## config.mk

```make
export PLATFORM = sky130hd
export DESIGN_NAME = alu_exec_unit
export DESIGN_NICKNAME = d
export VERILOG_FILES = /design/src/rtl/alu_pkg.sv /design/src/rtl/alu_exec_unit_shifter.sv /design/src/rtl/alu_exec_unit.sv
export SDC_FILE = /design/constraint.sdc
export NUM_CORES = 1
export LEC_CHECK = 0
export CAP_MARGIN = 20
export CORE_ASPECT_RATIO = 1.1
export CORE_MARGIN = 3
export CORE_UTILIZATION = 64
export CTS_CLUSTER_DIAMETER = 60
export DETAILED_ROUTE_END_ITERATION = 10
export PLACE_DENSITY = 0.95
export SLEW_MARGIN = 20
export SYNTH_ARGS = -nofsm -noshare
export SYNTH_HDL_FRONTEND = slang
export SYNTH_SLANG_ARGS = --single-unit
```

## constraint.sdc

```tcl
create_clock -name clk -period 7.65 [get_ports clk]
set_clock_uncertainty 0.05 [all_clocks]
set_input_delay 1.9125 -clock clk [delete_from_list [all_inputs] [get_ports clk]]
set_output_delay 1.9125 -clock clk [all_outputs]
set_load 0.1 [all_outputs]
```

## src/rtl/alu_pkg.sv

```systemverilog
// alu_pkg: shared types for the execute-stage ALU.
//  alu_op_e    : 4-bit operation code produced by the ALU control decoder
//  alu_state_e : sequencing states of the execute unit (IDLE / SHIFT)
//  is_shift    : true for SLL, SRL and SRA
//  is_illegal  : true for the two unassigned codes 4'b1110 / 4'b1111
package alu_pkg;

  typedef enum logic [3:0] {
    ALU_AND  = 4'b0000,
    ALU_OR   = 4'b0001,
    ALU_XOR  = 4'b0010,
    ALU_ADD  = 4'b0011,
    ALU_BNE  = 4'b0100,
    ALU_BLT  = 4'b0101,
    ALU_BGE  = 4'b0110,
    ALU_SLT  = 4'b0111,
    ALU_BEQ  = 4'b1000,
    ALU_SUB  = 4'b1001,
    ALU_SRA  = 4'b1010,
    ALU_SRL  = 4'b1011,
    ALU_SLL  = 4'b1100,
    ALU_JAL  = 4'b1101,
    ALU_ILL0 = 4'b1110,
    ALU_ILL1 = 4'b1111
  } alu_op_e;

  typedef enum logic {
    ALU_IDLE  = 1'b0,
    ALU_SHIFT = 1'b1
  } alu_state_e;

  function automatic logic is_shift(alu_op_e op);
    return (op == ALU_SLL) || (op == ALU_SRL) || (op == ALU_SRA);
  endfunction

  function automatic logic is_illegal(alu_op_e op);
    return (op == ALU_ILL0) || (op == ALU_ILL1);
  endfunction

endpackage

```

## src/rtl/alu_exec_unit_shifter.sv

```systemverilog
// alu_serial_shifter: bit-serial shifter used by alu_exec_unit.
//  Shifts one bit per clock; holds the remaining-count register and the
//  working value.
// Ports:
//  clk     in   clock, rising edge
//  rst_n   in   synchronous active-low reset (clears counter and working value)
//  start   in   load value/op/shamt; shamt must be non-zero
//  op      in   ALU_SLL / ALU_SRL / ALU_SRA
//  value   in   operand to shift
//  shamt   in   shift amount (1 .. DATA_WIDTH-1)
//  done    out  final bit is being shifted this cycle; result valid now
//  result  out  shifted value (combinational, meaningful when done=1)
import alu_pkg::*;

module alu_serial_shifter #(
  parameter int unsigned DATA_WIDTH = 32,
  localparam int unsigned SHAMT_W   = $clog2(DATA_WIDTH)
) (
  input  logic                  clk,
  input  logic                  rst_n,
  input  logic                  start,
  input  alu_op_e               op,
  input  logic [DATA_WIDTH-1:0] value,
  input  logic [SHAMT_W-1:0]    shamt,
  output logic                  done,
  output logic [DATA_WIDTH-1:0] result
);

  logic [SHAMT_W-1:0]    cnt;
  logic [DATA_WIDTH-1:0] work;
  alu_op_e               op_q;
  logic [DATA_WIDTH-1:0] step;

  // SRA replicates the current MSB, which is the original MSB because an
  // arithmetic right shift never changes it.
  always_comb begin
    step = {1'b0, work[DATA_WIDTH-1:1]};
    case (op_q)
      ALU_SLL: step = {work[DATA_WIDTH-2:0], 1'b0};
      ALU_SRA: step = {work[DATA_WIDTH-1], work[DATA_WIDTH-1:1]};
      default: step = {1'b0, work[DATA_WIDTH-1:1]};
    endcase
  end

  always_ff @(posedge clk) begin
    if (!rst_n) begin
      cnt  <= '0;
      work <= '0;
      op_q <= ALU_SRL;
    end else if (start) begin
      cnt  <= shamt;
      work <= value;
      op_q <= op;
    end else if (cnt != '0) begin
      cnt  <= cnt - 1'b1;
      work <= step;
    end
  end

  assign done   = (cnt == SHAMT_W'(1));
  assign result = step;

endmodule

```

## src/rtl/alu_exec_unit.sv

```systemverilog
// alu_exec_unit: execute-stage ALU with valid/ready handshakes on both sides.
//  Non-shift ops complete in one cycle. Shifts are bit-serial (shamt+1 cycles)
//  unless the macro ALU_BARREL_SHIFT_EN is defined, in which case a
//  combinational barrel shifter gives 1-cycle latency and no SHIFT state or
//  counter is built. Results are identical in both builds.
// Ports:
//  clk          in   clock, rising edge
//  rst_n        in   synchronous active-low reset
//  in_valid     in   operation offered
//  in_ready     out  operation accepted this cycle when in_valid=1
//  in_op        in   4-bit operation code (alu_pkg::alu_op_e)
//  in_a         in   operand A
//  in_b         in   operand B; shift amount is in_b[SHAMT_W-1:0]
//  out_valid    out  result held
//  out_ready    in   consumer takes the result this cycle
//  out_result   out  result
//  out_zero     out  out_result == 0
//  out_illegal  out  op code was 4'b1110 or 4'b1111
import alu_pkg::*;

module alu_exec_unit #(
  parameter int unsigned DATA_WIDTH = 32
) (
  input  logic                  clk,
  input  logic                  rst_n,
  input  logic                  in_valid,
  output logic                  in_ready,
  input  logic [3:0]            in_op,
  input  logic [DATA_WIDTH-1:0] in_a,
  input  logic [DATA_WIDTH-1:0] in_b,
  output logic                  out_valid,
  input  logic                  out_ready,
  output logic [DATA_WIDTH-1:0] out_result,
  output logic                  out_zero,
  output logic                  out_illegal
);

  localparam int unsigned SHAMT_W = $clog2(DATA_WIDTH);

  alu_op_e               op;
  logic [SHAMT_W-1:0]    shamt;
  logic                  out_free;
  logic                  accept;
  logic [DATA_WIDTH-1:0] comb_res;
  logic                  comb_ill;
  logic                  load;
  logic [DATA_WIDTH-1:0] load_res;
  logic                  load_ill;

  assign op       = alu_op_e'(in_op);
  assign shamt    = in_b[SHAMT_W-1:0];
  assign out_free = !out_valid || out_ready;
  assign accept   = in_valid && in_ready;

  // Single-cycle result for everything the unit can finish on accept.
  always_comb begin
    comb_res = '0;
    comb_ill = 1'b0;
    case (op)
      ALU_AND:          comb_res = in_a & in_b;
      ALU_OR:           comb_res = in_a | in_b;
      ALU_XOR:          comb_res = in_a ^ in_b;
      ALU_ADD:          comb_res = in_a + in_b;
      ALU_SUB:          comb_res = in_a - in_b;
      ALU_SLT, ALU_BLT: comb_res = DATA_WIDTH'($signed(in_a) < $signed(in_b));
      ALU_BGE:          comb_res = DATA_WIDTH'($signed(in_a) >= $signed(in_b));
      ALU_BEQ:          comb_res = DATA_WIDTH'(in_a == in_b);
      ALU_BNE:          comb_res = DATA_WIDTH'(in_a != in_b);
      ALU_JAL:          comb_res = DATA_WIDTH'(1'b1);
`ifdef ALU_BARREL_SHIFT_EN
      ALU_SLL:          comb_res = in_a << shamt;
      ALU_SRL:          comb_res = in_a >> shamt;
      ALU_SRA:          comb_res = $unsigned($signed(in_a) >>> shamt);
`else
      // Only reached with shamt==0; non-zero amounts go through the serial path.
      ALU_SLL, ALU_SRL, ALU_SRA: comb_res = in_a;
`endif
      ALU_ILL0, ALU_ILL1: begin
        comb_res = '0;
        comb_ill = 1'b1;
      end
      default:          comb_res = '0;
    endcase
  end

`ifndef ALU_BARREL_SHIFT_EN
  alu_state_e            state;
  alu_state_e            state_next;
  logic                  sh_start;
  logic                  sh_done;
  logic [DATA_WIDTH-1:0] sh_result;

  alu_serial_shifter #(
    .DATA_WIDTH(DATA_WIDTH)
  ) u_shifter (
    .clk    (clk),
    .rst_n  (rst_n),
    .start  (sh_start),
    .op     (op),
    .value  (in_a),
    .shamt  (shamt),
    .done   (sh_done),
    .result (sh_result)
  );

  always_ff @(posedge clk) begin
    if (!rst_n) begin
      state <= ALU_IDLE;
    end else begin
      state <= state_next;
    end
  end

  assign in_ready = rst_n && (state == ALU_IDLE) && out_free;

  // Entering SHIFT requires a free or draining output, and nothing can be
  // loaded while shifting, so the output is always empty at completion.
  always_comb begin
    state_next = state;
    sh_start   = 1'b0;
    load       = 1'b0;
    load_res   = comb_res;
    load_ill   = comb_ill;
    case (state)
      ALU_IDLE: begin
        if (accept) begin
          if (is_shift(op) && (shamt != '0)) begin
            sh_start   = 1'b1;
            state_next = ALU_SHIFT;
          end else begin
            load = 1'b1;
          end
        end
      end
      ALU_SHIFT: begin
        if (sh_done) begin
          load       = 1'b1;
          load_res   = sh_result;
          load_ill   = 1'b0;
          state_next = ALU_IDLE;
        end
      end
      default: state_next = ALU_IDLE;
    endcase
  end
`else
  assign in_ready = rst_n && out_free;

  always_comb begin
    load     = accept;
    load_res = comb_res;
    load_ill = comb_ill;
  end
`endif

  // A load in the same cycle as a drain keeps out_valid high (1/cycle throughput).
  always_ff @(posedge clk) begin
    if (!rst_n) begin
      out_valid   <= 1'b0;
      out_result  <= '0;
      out_zero    <= 1'b0;
      out_illegal <= 1'b0;
    end else if (load) begin
      out_valid   <= 1'b1;
      out_result  <= load_res;
      out_zero    <= (load_res == '0);
      out_illegal <= load_ill;
    end else if (out_ready) begin
      out_valid   <= 1'b0;
    end
  end

endmodule
```

==> flow_summary.rst, run 1 <==
.. list-table::
   :header-rows: 1

   * - Metric
     - Value
   * - Post-synthesis sequential element count
     - 77
   * - Cells resized by post-CTS repair
     - 0
   * - Total length of routed met3 wires
     - about 4400 µm
   * - Floorplan die width
     - approximately 130 µm
   * - CTS tree
     - yes
   * - Initial antenna violation count
     - 0
   * - FF-to-FF setup slack
     - ~2.7 ns
   * - Hold path cells
     - 2
   * - Total Neg Setup Slack
     - 0 ns
   * - Critical path origin
     - in_op[2]
   * - Post-Synth Adder-Cell Area
     - 0.129
   * - Number of setup buffers added after CTS
     - 0
   * - Initial DRC count
     - 1,701
   * - Maximum fanout along the worst path
     - 19
   * - Startpoint type of the worst setup path
     - input port
   * - Fmax
     - 152 MHz
   * - Depth of the worst register-to-register path
     - 11
   * - Endpoint with the worst hold slack
     - out_result[16]
   * - Launch instance of the worst register-to-register path
     - u_shifter.cnt[1]
   * - Global-route wire length before repair
     - between 60,000 and 70,000 µm
   * - Max capacitance violation total
     - 0
   * - Largest family of logic cells by synthesized area
     - compound AO/OA/AOI/OAI gates
   * - Setup repair after global routing missed its margin
     - no
   * - Fraction of registers with async set/reset
     - 0
   * - Clock slew at reported path FFs
     - about 0.060 ns
   * - Clock root buffer master
     - sky130_fd_sc_hd__clkbuf_16
   * - Net Count, Synth
     - 1,571
   * - Run status
     - finished, final reports clean
   * - Final critical path time including I/O delays and setup
     - 6.57 ns
   * - Arrival @ worst endpoint
     - 6.78 ns
   * - Number of vias per cell
     - around 7.3
   * - Wire length after detailed routing
     - about 40,000 µm
   * - Count of flip-flops with a built-in enable after synthesis
     - 0
   * - Xor/xnor cell area share of the yosys netlist
     - 0.0140
   * - Simple-gate share of the synthesized area
     - 0.229
   * - Post-Syn Area per Cell
     - just over 7 µm²
   * - Detailed-routing wirelength on met1
     - ~14,000 µm
   * - Overall Global Routing Usage
     - 0.445
   * - Final worst-path cycle share
     - 0.858
   * - Floorplan Core Area
     - around 15,000 µm²
   * - Maximum clock path buffer count
     - 2
   * - I/O pins
     - approximately 110
   * - # port buffers
     - about 110
   * - Hold buffers post-CTS
     - 0
   * - Post-DRT Antenna Nets
     - 0
   * - Routability congestion estimate from global placement
     - about 1.1
   * - Initial core utilization
     - 0.657
   * - Seq/Total Area, Yosys
     - 0.155
   * - Amount of wire on met2 after detailed routing
     - between 15,000 and 20,000 µm
   * - Synth cell types
     - 95
   * - Number of buffers inserted during clock tree synthesis
     - 9
   * - Routed vias
     - about 12,000
   * - Share of cells above drive strength 1
     - 0.0576
   * - Number of instances in the synthesized netlist
     - 1,397
   * - Worst slew margin
     - 0.278
   * - Die height
     - ~140 µm
   * - Hold Crit Start
     - out_result[16]
   * - Crit end category
     - flop
   * - Non-Filler Instances
     - between 1,500 and 2,000
   * - Slew Viols, Final
     - 0
   * - Reg2Reg Capture Point
     - out_zero
   * - Routed length per instance
     - approximately 24 µm
   * - Highest signal layer in the routed design
     - met4
   * - Detailed-placement wirelength estimate
     - around 29,000 µm
   * - Leak Pwr
     - 4.58 nW
   * - Placement Rows
     - between 40 and 50
   * - Number of warning messages in the yosys log
     - 0
   * - Synthesized-area fraction occupied by ao, oa, aoi and oai cells
     - 0.326
   * - Nets@finish
     - approximately 1,600
   * - Detailed-router iteration count before antenna repair
     - 6
   * - DRC viols
     - 0
   * - Multiplexer share of the synthesized area
     - 0.0568
   * - IR Drop Worst-Case VDD
     - around 0.37 mV
   * - Level count of the clock H-tree
     - 3
   * - Total grt overflow
     - 0
   * - Maximum number of pins on one net before global-route repair
     - 72
   * - Netlist area before placement
     - roughly 10000 µm²
   * - Synthesis-to-layout area growth
     - 12.9%
   * - Final hold viol count
     - 0
   * - Start-to-end type of the worst setup path
     - input port to flop
   * - Total power density per cell area
     - roughly 210 nW/µm²
   * - Cell total after placement
     - about 1,600
   * - Vias in the first global route
     - between 10,000 and 15,000
   * - Req. time, crit path
     - roughly 7.9 ns
   * - Predominant post-synthesis flop cell
     - sky130_fd_sc_hd__dfxtp_1
   * - Type of the worst min-delay path
     - flop to flop
   * - Count of antenna diodes in the layout
     - 0
   * - Overall die area
     - approximately 17,000 µm²
   * - Later-pin clock latency in the skew report
     - ~0.36 ns
   * - Setup violations, final
     - 0
   * - Clock Sink Count
     - between 70 and 80
   * - Transition at the pin with the smallest max-transition slack
     - around 1.1 ns
==> cells by family after synthesis <==
group | after synthesis
AND/OR/NAND/NOR | 465
flip-flops | 77
multiplexers | 56
XOR/XNOR | 16
AO/OA/AOI/OAI | 479
adder cells (fa/ha/maj) | 102
buffers and inverters | 202
==> cell usage after synthesis (5+ instances only) <==
| cell | number | area share |
|---|---|---|
| sky130_fd_sc_hd__a2111oi_0 | 8 | 0.0070 |
| sky130_fd_sc_hd__a211o_1 | 7 | 0.0061 |
| sky130_fd_sc_hd__a211oi_1 | 57 | 0.043 |
| sky130_fd_sc_hd__a21o_1 | 19 | 0.014 |
| sky130_fd_sc_hd__a21oi_1 | 142 | 0.071 |
| sky130_fd_sc_hd__a221o_1 | 9 | 0.0090 |
| sky130_fd_sc_hd__a221oi_1 | 20 | 0.018 |
| sky130_fd_sc_hd__a31oi_1 | 17 | 0.011 |
| sky130_fd_sc_hd__and2_1 | 9 | 0.0056 |
| sky130_fd_sc_hd__and3_1 | 8 | 0.0050 |
| sky130_fd_sc_hd__buf_1 | 11 | 0.0041 |
| sky130_fd_sc_hd__buf_2 | 11 | 0.0055 |
| sky130_fd_sc_hd__buf_4 | 6 | 0.0045 |
| sky130_fd_sc_hd__clkbuf_1 | 61 | 0.023 |
| sky130_fd_sc_hd__clkbuf_8 | 7 | 0.0097 |
| sky130_fd_sc_hd__dfxtp_1 | 77 | 0.15 |
| sky130_fd_sc_hd__ha_1 | 100 | 0.13 |
| sky130_fd_sc_hd__inv_1 | 99 | 0.037 |
| sky130_fd_sc_hd__mux2_2 | 5 | 0.0056 |
| sky130_fd_sc_hd__mux2i_1 | 51 | 0.051 |
| sky130_fd_sc_hd__nand2_1 | 99 | 0.037 |
| sky130_fd_sc_hd__nand2b_1 | 15 | 0.0094 |
| sky130_fd_sc_hd__nand3_1 | 19 | 0.0095 |
| sky130_fd_sc_hd__nand3b_1 | 8 | 0.0060 |
| sky130_fd_sc_hd__nand4_1 | 17 | 0.011 |
| sky130_fd_sc_hd__nor2_1 | 171 | 0.064 |
| sky130_fd_sc_hd__nor2b_1 | 11 | 0.0069 |
| sky130_fd_sc_hd__nor3_1 | 41 | 0.021 |
| sky130_fd_sc_hd__nor4_1 | 15 | 0.0094 |
| sky130_fd_sc_hd__o211ai_1 | 15 | 0.011 |
| sky130_fd_sc_hd__o21a_1 | 5 | 0.0038 |
| sky130_fd_sc_hd__o21ai_0 | 60 | 0.030 |
| sky130_fd_sc_hd__o221ai_1 | 9 | 0.0079 |
| sky130_fd_sc_hd__o22ai_1 | 21 | 0.013 |
| sky130_fd_sc_hd__o31a_1 | 8 | 0.0070 |
| sky130_fd_sc_hd__o31ai_1 | 15 | 0.011 |
| sky130_fd_sc_hd__or3_1 | 11 | 0.0069 |
| sky130_fd_sc_hd__or4_1 | 7 | 0.0053 |
| sky130_fd_sc_hd__xnor2_1 | 14 | 0.012 |
==> how the worst max path moves through the flow <==
stage,end,slack [ns],cells past startpoint
2_1_floorplan,out_zero,0.53,12
3_3_place_gp,out_zero,0.96,14
3_5_place_dp,out_zero,0.97,13
4_1_cts,out_zero,1.23,14
5_1_grt,out_zero,0.92,14
6_report,out_zero,1.08,13
==> cell type report <==
type,count,area [µm²]
inverter,102,383
clock buffer,9,225
timing repair buffer,130,1230
sequential,77,1540
multi-input combinational,1118,7580
tap,196,245
clock inverter,6,63.8
fill,1225,3910
==> critical path, cell delays in order <==
cell and delay, ns:
sky130_fd_sc_hd__clkdlybuf4s50_1 0.45, sky130_fd_sc_hd__buf_4 0.24, sky130_fd_sc_hd__and3b_1 0.31, sky130_fd_sc_hd__or2_1 0.59
sky130_fd_sc_hd__a2111oi_1 0.79, sky130_fd_sc_hd__o21ai_0 0.15, sky130_fd_sc_hd__a2111oi_1 0.39, sky130_fd_sc_hd__nand4_1 0.21
sky130_fd_sc_hd__nor4b_2 0.28, sky130_fd_sc_hd__o2111ai_1 0.16, sky130_fd_sc_hd__or4b_1 0.59, sky130_fd_sc_hd__or4_1 0.51
sky130_fd_sc_hd__o31ai_2 0.19
==> through the flow <==
stage                     total power [mW]  setup slack, ns  utilization  area, µm²  hold WS (ns)
after floorplan                       1.51            0.530            -       9970         0.380
after global placement                1.84            0.961        0.723      11000         0.390
after detailed placement              1.89            0.971        0.723      11000         0.393
after CTS                             2.34             1.23        0.743      11300         0.401
after global routing                  2.51            0.921        0.743      11300         0.433
final                                 2.39             1.08        0.743      11300         0.402
==> report_power, final <==
group          total, mW  internal (mW)  switching, mW
Combinational       1.33          0.478          0.850
Sequential         0.606          0.503          0.103
Clock              0.452          0.252          0.201
Total               2.39           1.23           1.15
==> placed cells by master, fill, tap and decap left out, types with 5 or more instances in the layout <==
cell                              instances
sky130_fd_sc_hd__mux2_2                   5
sky130_fd_sc_hd__o211ai_1                15
sky130_fd_sc_hd__nand2b_1                15
sky130_fd_sc_hd__clkdlybuf4s50_1        104
sky130_fd_sc_hd__and3_1                   8
sky130_fd_sc_hd__nor2b_1                 11
sky130_fd_sc_hd__o21ai_0                 60
sky130_fd_sc_hd__a211o_1                  7
sky130_fd_sc_hd__a31oi_1                 16
sky130_fd_sc_hd__o21a_1                   5
sky130_fd_sc_hd__mux2i_1                 51
sky130_fd_sc_hd__nand3b_1                 8
sky130_fd_sc_hd__and2_1                   8
sky130_fd_sc_hd__nor2_1                 170
sky130_fd_sc_hd__nand4_1                 17
sky130_fd_sc_hd__a21oi_1                142
sky130_fd_sc_hd__or4_1                    7
sky130_fd_sc_hd__o31a_1                   8
sky130_fd_sc_hd__o221ai_1                 9
sky130_fd_sc_hd__o31ai_1                 15
sky130_fd_sc_hd__a211oi_1                57
sky130_fd_sc_hd__nand2_1                 99
sky130_fd_sc_hd__xnor2_1                 14
sky130_fd_sc_hd__nor4_1                  15
sky130_fd_sc_hd__dfxtp_1                 77
sky130_fd_sc_hd__a221o_1                  9
sky130_fd_sc_hd__clkbuf_16                9
sky130_fd_sc_hd__nor3_1                  41
sky130_fd_sc_hd__o22ai_1                 21
sky130_fd_sc_hd__nand3_1                 19
sky130_fd_sc_hd__or3_1                   11
sky130_fd_sc_hd__a2111oi_0                8
sky130_fd_sc_hd__a21o_1                  19
sky130_fd_sc_hd__buf_4                   24
sky130_fd_sc_hd__a221oi_1                20
sky130_fd_sc_hd__inv_1                   99
sky130_fd_sc_hd__ha_1                   100
==> per-layer routing <==
layer,up-vias,global-route usage
met4,0,0.294
met1,5463,0.534
met5,-,0
met2,977,0.732
met3,238,0.0796
li1,5229,-
==> state kept, by name, summed over array words and instances (netlist names) <==
name,flops
u_shifter.work,32
out_valid,1
out_illegal,1
out_result,32
u_shifter.op_q,4
u_shifter.cnt,5
out_zero,1
state,1
No activity file was read; power rests on OpenSTA's default activity.
==> run 2: changes to the inputs <==
--- a/config.mk
+++ b/config.mk
@@ -8,10 +8,11 @@
 export CAP_MARGIN = 20
 export CORE_ASPECT_RATIO = 1.1
 export CORE_MARGIN = 3
-export CORE_UTILIZATION = 64
+export CORE_UTILIZATION = 65
 export CTS_CLUSTER_DIAMETER = 60
 export DETAILED_ROUTE_END_ITERATION = 10
-export PLACE_DENSITY = 0.95
+export DONT_BUFFER_PORTS = 1
+export PLACE_DENSITY = 0.91
 export SLEW_MARGIN = 20
 export SYNTH_ARGS = -nofsm -noshare
 export SYNTH_HDL_FRONTEND = slang
==> run 2 against run 1 <==
Worst setup slack gained 0.57 ns. Clock power grew 8.0%. Routed wire length shrank 3.6%. Critical path type unchanged. Largest power group unchanged.
==> flow_summary.rst, run 2 (synthesis results as in run 1) <==
.. list-table::
   :header-rows: 1

   * - Metric
     - Value
   * - Total grt overflow
     - 0 (unchanged)
   * - Total power density per cell area
     - 227 nW/µm² (+7.4%)
   * - Placement Rows
     - 46 (-2.1%)
   * - Final worst-path cycle share
     - 0.784 (-0.0747)
   * - Fmax
     - 167 MHz (+9.5%)
   * - Final critical path time including I/O delays and setup
     - 6.00 ns (-0.571 ns)
   * - Synthesis-to-layout area growth
     - 2.42%
   * - Global-route wire length before repair
     - 58,600 µm (-3.5%)
   * - CTS tree
     - yes
   * - Routed vias
     - 11,425 (-4.0%)
   * - Maximum clock path buffer count
     - 2 (unchanged)
   * - Slew Viols, Final
     - 0 (unchanged)
   * - Most common cell after layout, fill and taps aside
     - sky130_fd_sc_hd__nor2_1
   * - Initial core utilization
     - 0.677 (+0.0195)
   * - Post-DRT Antenna Nets
     - 0 (unchanged)
   * - Type of the worst min-delay path
     - flop to flop
   * - IR Drop Worst-Case VDD
     - 0.330 mV (-11%)
   * - Number of setup buffers added after CTS
     - 0 (unchanged)
   * - Overall Global Routing Usage
     - 0.447 (+0.00192)
   * - Launch instance of the worst register-to-register path
     - u_shifter.cnt[1]
   * - Max capacitance violation total
     - 0 (unchanged)
   * - Largest registers in the final layout
     - out_result (32), u_shifter.work (32), u_shifter.cnt (5)
   * - # port buffers
     - 0 (-100%)
   * - Routability congestion estimate from global placement
     - 1.07 (+0.40%)
   * - Clock root buffer master
     - sky130_fd_sc_hd__clkbuf_16
   * - Maximum fanout along the worst path
     - 3 (-16)
   * - I/O pins
     - 108 (unchanged)
   * - Later-pin clock latency in the skew report
     - 0.35 ns (about the same)
   * - Share of cells above drive strength 1
     - 0.0564 (-0.00117)
   * - Startpoint type of the worst setup path
     - input port
   * - Req. time, crit path
     - 7.88 ns (about the same)
   * - Critical path origin
     - in_a[0]
   * - DRC viols
     - 0 (unchanged)
   * - Tot Pwr
     - 2.32 mW (-2.6%)
   * - Detailed-placement wirelength estimate
     - 27,800 µm (-4.6%)
   * - Run status
     - finished, final reports clean
   * - Leak Pwr
     - 4.17 nW (-8.9%)
   * - Die height
     - 136 µm (-0.74%)
   * - Total Neg Setup Slack
     - 0 ns (unchanged)
   * - Crit end category
     - flop
   * - Transition at the pin with the smallest max-transition slack
     - 1.08 ns (-0.00193 ns)
   * - Setup violations, final
     - 0 (unchanged)
   * - Clock Sink Count
     - 77 (unchanged)
   * - Maximum number of pins on one net before global-route repair
     - 72 (unchanged)
   * - Hold Crit Start
     - u_shifter.op_q[3]
   * - Floorplan die width
     - 124 µm (-0.74%)
   * - Nets@finish
     - 1,499 (-7.0%)
   * - Cells resized by post-CTS repair
     - 0 (unchanged)
   * - Overall die area
     - 16,900 µm² (-1.5%)
   * - Start-to-end type of the worst setup path
     - input port to flop
   * - Initial DRC count
     - 1,856 (+9.1%)
   * - Worst slew margin
     - 0.282 (+0.00345)
   * - Initial antenna violation count
     - 1 (+1)
   * - Setup repair after global routing missed its margin
     - no
   * - Arrival @ worst endpoint
     - 6.22 ns (-0.56 ns)
   * - Most frequent cells in the layout
     - 170 x sky130_fd_sc_hd__nor2_1, 142 x sky130_fd_sc_hd__a21oi_1, 100 x sky130_fd_sc_hd__ha_1, 99 x sky130_fd_sc_hd__inv_1, 98 x sky130_fd_sc_hd__nand2_1
   * - Hold buffers post-CTS
     - 0 (unchanged)
   * - Clock slew at reported path FFs
     - 0.07 ns (about the same)
   * - Wire length after detailed routing
     - 38,600 µm (-3.6%)
   * - Number of vias per cell
     - 7.50 (+3.2%)
   * - Number of buffers inserted during clock tree synthesis
     - 9 (unchanged)
   * - Vias in the first global route
     - 10,597 (-6.7%)
   * - Floorplan Core Area
     - 14,700 µm² (-2.9%)
   * - Final hold viol count
     - 0 (unchanged)
   * - Detailed-router iteration count before antenna repair
     - 6 (unchanged)
   * - Routed length per instance
     - 25.3 µm (+3.7%)
   * - Level count of the clock H-tree
     - 3 (unchanged)
[run 2: metal layers]
layer / GRT usage / vias up / wire length (µm)
li1: - / 5001 / -
met1: 0.556 / 5189 / 13700
met2: 0.665 / 990 / 16500
met3: 0.118 / 245 / 5250
met4: 0.312 / 0 / 3160
met5: 0 / - / 0
[run 2: report_power, final]
| group | leakage, nW | switching, mW | internal [mW] |
|---|---|---|---|
| registers | 0.630 | 0.182 | 0.503 |
| clock network | 0.154 | 0.199 | 0.289 |
| logic | 3.38 | 0.720 | 0.431 |
[run 2: layout make-up]
type                    instances  area, µm²
repair buffers                 17        148
well taps                     192        240
multi-input cells            1118       7580
fillers                      1277       4520
clock inverters                 6       93.8
diodes                          1       2.50
inverters                     102        383
clock buffers                  10        229
flip-flops and latches         77       1540
[run 2: stage by stage]
| stage | cell area [µm²] | util | hold WS (ns) | setup WS [ns] | instances |
|---|---|---|---|---|---|
| global placement | 9890 | 0.671 | 0.426 | 1.65 | 1506 |
| finish | 10200 | 0.693 | 0.474 | 1.65 | 1523 |
| floorplan | 9970 | - | 0.380 | 0.530 | 1397 |
| detailed placement | 9890 | 0.671 | 0.443 | 1.61 | 1506 |
| CTS | 10200 | 0.693 | 0.465 | 1.91 | 1522 |
| global route | 10200 | 0.693 | 0.484 | 1.49 | 1522 |
[run 2: worst max-delay path, stage by stage]
cell	delay (ns)
sky130_fd_sc_hd__inv_1	0.15
sky130_fd_sc_hd__ha_1	0.23
sky130_fd_sc_hd__inv_1	0.07
sky130_fd_sc_hd__fa_1	0.41
sky130_fd_sc_hd__xor2_1	0.17
sky130_fd_sc_hd__o32ai_1	0.10
sky130_fd_sc_hd__a2111oi_1	0.56
sky130_fd_sc_hd__o21ai_0	0.15
sky130_fd_sc_hd__a2111oi_1	0.35
sky130_fd_sc_hd__nand4_1	0.32
sky130_fd_sc_hd__nor4b_2	0.37
sky130_fd_sc_hd__o2111ai_1	0.18
sky130_fd_sc_hd__or4b_1	0.57
sky130_fd_sc_hd__or4_1	0.50
sky130_fd_sc_hd__o31ai_2	0.18
[run 2: worst paths after layout]
kind | to | cells past startpoint | slack [ns]
max | out_zero | 15 | 1.65
max reg2reg | out_zero | 14 | 2.93
min reg2reg | u_shifter.op_q[3] | 1 | 0.47
min | u_shifter.op_q[3] | 1 | 0.47
